`src/rtl/etaii_pkg.sv`:
```
// Shared types and helpers for the segmented ETAII-modified adder.
// Segment geometry lives here so the top and the segment cell agree on it.
package etaii_pkg;

    localparam int SEG_W    = 4;
    localparam int N_SEG    = 8;
    localparam int ACC_SEGS = 3;

    typedef logic [SEG_W-1:0] seg_t;

    // Group generate: the carry a segment produces on its own, with carry-in forced to 0.
    function automatic logic seg_gen(input seg_t a, input seg_t b);
        logic [SEG_W:0] groupSum;
        groupSum = {1'b0, a} + {1'b0, b};
        return groupSum[SEG_W];
    endfunction

endpackage

```
`src/rtl/etaii_seg4.sv`:
```
// One 4-bit segment of the adder: an exact segment sum, its true carry-out,
// and the carry-in-independent generate used to feed the next lower-region segment.
module etaii_seg4
    import etaii_pkg::*;
(
    input  logic [SEG_W-1:0] a,
    input  logic [SEG_W-1:0] b,
    input  logic             cin,
    output logic [SEG_W-1:0] sum,
    output logic             gen,
    output logic             cout
);

    logic [SEG_W:0] fullSum;

    assign fullSum = {1'b0, a} + {1'b0, b} + {{SEG_W{1'b0}}, cin};
    assign sum     = fullSum[SEG_W-1:0];
    assign cout    = fullSum[SEG_W];
    assign gen     = seg_gen(seg_t'(a), seg_t'(b));

endmodule

```
`src/rtl/etaiim32_adder.sv`:
```
// 32-bit approximate error-tolerant adder with a registered output.
// Lower segments take their carry from the neighbour's generate only; the top segments ripple exactly.
module etaiim32_adder
    import etaii_pkg::*;
#(
    parameter int WIDTH    = 32,
    parameter int SEG_W    = etaii_pkg::SEG_W,
    parameter int ACC_SEGS = etaii_pkg::ACC_SEGS
) (
    input  logic             clk,
    input  logic             rst_n,
    input  logic [WIDTH-1:0] A,
    input  logic [WIDTH-1:0] B,
    output logic [WIDTH-1:0] S
);

    localparam int NSEG     = WIDTH / SEG_W;
    localparam int LOW_SEGS = NSEG - ACC_SEGS;

    logic [NSEG-1:0]  segGen;
    logic [NSEG-1:0]  segCout;
    logic [NSEG-1:0]  carryIn;
    logic [WIDTH-1:0] sum_d;
    logic [WIDTH-1:0] sum_q;

    genvar k;
    generate
        for (k = 0; k < NSEG; k++) begin : g_seg
            // The first accurate segment still takes its carry from the last approximate generate.
            if (k == 0) begin : g_first
                assign carryIn[k] = 1'b0;
            end else if (k <= LOW_SEGS) begin : g_approx
                assign carryIn[k] = segGen[k-1];
            end else begin : g_exact
                assign carryIn[k] = segCout[k-1];
            end

            etaii_seg4 u_seg (
                .a    (A[SEG_W*k +: SEG_W]),
                .b    (B[SEG_W*k +: SEG_W]),
                .cin  (carryIn[k]),
                .sum  (sum_d[SEG_W*k +: SEG_W]),
                .gen  (segGen[k]),
                .cout (segCout[k])
            );
        end
    endgenerate

    // Lower true carries are discarded by design, upper generates are not needed, and the MSB carry wraps.
    logic unusedCarries;
    assign unusedCarries = ^{segGen[NSEG-1:LOW_SEGS], segCout[LOW_SEGS-1:0], segCout[NSEG-1]};

    always_ff @(posedge clk) begin
        if (!rst_n) begin
            sum_q <= '0;
        end else begin
            sum_q <= sum_d;
        end
    end

    assign S = sum_q;

endmodule

```
`config.mk`:
```
export PLATFORM = sky130hd
export DESIGN_NAME = etaiim32_adder
export DESIGN_NICKNAME = d
export VERILOG_FILES = /design/src/rtl/etaii_pkg.sv /design/src/rtl/etaii_seg4.sv /design/src/rtl/etaiim32_adder.sv
export SDC_FILE = /design/constraint.sdc
export NUM_CORES = 1
export LEC_CHECK = 0
export ABC_AREA = 1
export BUFFER_PORTS_ARGS = -buffer_cell sky130_fd_sc_hd__buf_2
export CORE_AREA = 4 4 74 111
export CTS_CLUSTER_SIZE = 30
export DETAILED_ROUTE_END_ITERATION = 10
export DIE_AREA = 0 0 78 115
export MAX_ROUTING_LAYER = met4
export SLEW_MARGIN = 5
export SYNTH_ARGS = -nofsm -noshare
export SYNTH_HDL_FRONTEND = slang
export SYNTH_SLANG_ARGS = --single-unit
```
`constraint.sdc`:
```
create_clock -name clk -period 12.2 [get_ports clk]
set_input_delay 1.22 -clock clk [delete_from_list [all_inputs] [get_ports clk]]
set_output_delay 1.22 -clock clk [all_outputs]
set_load 0.01 [all_outputs]
```
==> results.md <==
- Outcome: finished, final reports clean
- GR Util All Layers: 0.110
- Post-synth top area share: 0.301
- Critical path data arrival time: roughly 5.3 ns
- Placer congestion estimate: just under 0.8
- Synth cell count leaders: nand2_1, inv_1, ha_1, dfxtp_1, nor2_1
- Tcrit/Tclk final: 0.421
- Total iterations of the first detailed-routing run: 4
- LEAKAGE: 0.00162 µW
- Critical path depth in cells: 23
- Area contributors post-synth: dfxtp_1, ha_1, fa_1, nand2_1, inv_1
- Initial Utilization: 0.296
- Crit-path cells: buf_2 > ha_1 > inv_1 > fa_1 > inv_1 > a21oi_1 > o21bai_1 > fa_1 > fa_1 > nand2_1 > inv_1 > o21ai_1 > nand2_1 > fa_1 > fa_1 > nand2_1 > inv_1 > o21ai_1 > nand2_1 > fa_1 > fa_1 > xnor2_1 > nor2_1
- First-pass GRT wire length: 7820 µm
- Post-CTS Resized: 0
- Total chip power: approximately 290 µW
- Pins Over Slew Limit: 0
- Post-Syn Nets: 375
- Clock-pin transition on the worst setup and hold timing paths: 0.07 ns
- Ys flop type: dfxtp_1
- Die area: 8970 µm²
- Vias in the first global route: about 2,000
- Post-Syn Instances: 262
- Rel. slew slack: 0.660
- Max frequency: 195 MHz
- Routed wire length: ~4800 µm
- Clk buf depth: 2
- Worst min-delay path endpoint: S[0]
- H-tree level count: 2
- Most numerous cell in the Yosys netlist: nand2_1
- # fillers: ~740
- Final Setup Violations: 0
- Num ports: around 100
- Hold Path Cell Cnt: 4
- Slowest cell on crit path: fa_1
- Unrepaired setup endpoints after global routing: no
- Antenna violations before repair: 0
- Worst endpoint required time: 12.37 ns
- Core box area: between 7000 and 8000 µm²
- VDD IR max: ~0.000038 V
- Setup Buffers After CTS: 0
- HPWL Detailed: 4160 µm
- Post-CTS Hold Fix Bufs: 0
- Num CTS Buffers: 5
- Area grow syn2layout: 30.7%
- Slowest stage delay, CP: 0.41 ns
- Ant. Diodes: 0
- WHS: ~1.3 ns
- Drt wl/cell: between 10 and 15 µm
- Flops & latches, synth: 32
- # rows: 38
- Root buffer cell: clkbuf_8
- Synth unique cells: 17
- Final core utilization: 0.388
- # DRC: 0
- Worst Max-Slew Pin Slew: 0.511 ns
- Vias: approximately 2,000
- Ys async rst share: 0
- Buf+Inv Stages, Crit Path: 5
- Startpoint types: input port
- Max FFs per register: 32
- I/O Buffers: between 90 and 100
- Die Y: 115 µm
- Worst Hold Class: in2reg
- Syn avg cell area: a little over 8 µm²
- Final hold viol count: 0
- Layout cell share with drive strength beyond 1: 0.285
- Final instance area: roughly 2800 µm²
- Max cap viols: 0
- Cell Area, Placed: roughly 2700 µm²
- Number of nets with antenna violations after routing: 0
- Dominant cell type by area after synthesis: dfxtp_1
- Die Wd: 78 µm
- Largest net degree at the start of global routing: 28
- Drt initial violations: 32
- CTS tree: yes
- Most common cell on crit path: fa_1
- Hold path startpoint: B[0]
- Peak fanout along the critical path: 3
- Seq/Total Area, Yosys: 0.301
- GRT overflow: 0
- Min Tclk post-route: 5.13 ns
- Setup Crit Path Kind: in2reg
- Synthesized area: between 2000 and 2500 µm²
- Yosys warns: 0
- CP delay by family, top: adder cells
- Vias per cell: approximately 4.2
- PD cells: approximately 100 nW/µm²
- # clock sinks: 32
- Final layout net count: ~480
- Post-route setup TNS: 0 ns
- Setup crit end kind: flop
- Post-synth EDFFs: 0
==> placed cells by master, fill, tap and decap left out, types with 7 or more instances in the layout <==
cell and instances:
inv_1 40, fa_1 11, dfxtp_1 32, ha_1 36, buf_2 97, o21ai_1 7
nor2_1 27, nand3_1 16, nand2_1 56, a21oi_1 17
==> cell families after synthesis <==
family	count (synthesis)	share of synthesized area
simple gates	102	0.193
fa+ha+maj	47	0.315
buf+inv	44	0.0841
flops	32	0.301
compound gates	27	0.0658
xor+xnor	10	0.0412
==> power by group <==
| part | internal (µW) | switching (µW) | leakage (µW) |
|---|---|---|---|
| sequential | 119 | 3.22 | 0.000267 |
| clock | 36.7 | 36.4 | 0.0000359 |
| combinational | 44.2 | 53.0 | 0.00132 |
| total | 200 | 92.7 | 0.00162 |
==> area by class of cell <==
cell class / instances / area, µm² / area share
Clock buffer: 5 / 68.8 / 0.0247
Inverter: 41 / 154 / 0.0553
Multi-Input combinational cell: 186 / 1310 / 0.470
Sequential cell: 32 / 641 / 0.230
Tap cell: 100 / 125 / 0.0450
Timing Repair Buffer: 97 / 485 / 0.174
==> stage by stage <==
step | setup slack, ns | std cells
6_report | 7.07 | 461
5_1_grt | 6.77 | 461
4_1_cts | 7.05 | 461
3_5_place_dp | 6.75 | 456
3_3_place_gp | 6.83 | 456
2_1_floorplan | 7.15 | 262
==> tightest hold or removal path, delay by kind of cell <==
kind          cells  cell delay (ns)
fa+ha+maj         1             0.11
buf+inv           2             0.12
simple gates      1             0.05
==> how the worst max path moves through the flow <==
stage	start	end	slack, ns
after CTS	A[16]	S[30]	7.05
after global routing	A[16]	S[30]	6.77
after detailed placement	A[16]	S[30]	6.75
final	A[16]	S[30]	7.07
after global placement	A[16]	S[30]	6.83
after floorplan	A[16]	S[30]	7.15
==> routing by layer <==
layer	part of all wire	track usage	vias to the layer above
met4	0.013	0.0315	0
met5	0	-	-
met1	0.40	0.109	852
met2	0.51	0.208	67
met3	0.078	0.0298	5
li1	-	-	1027
(Power assumes the default switching activity.)
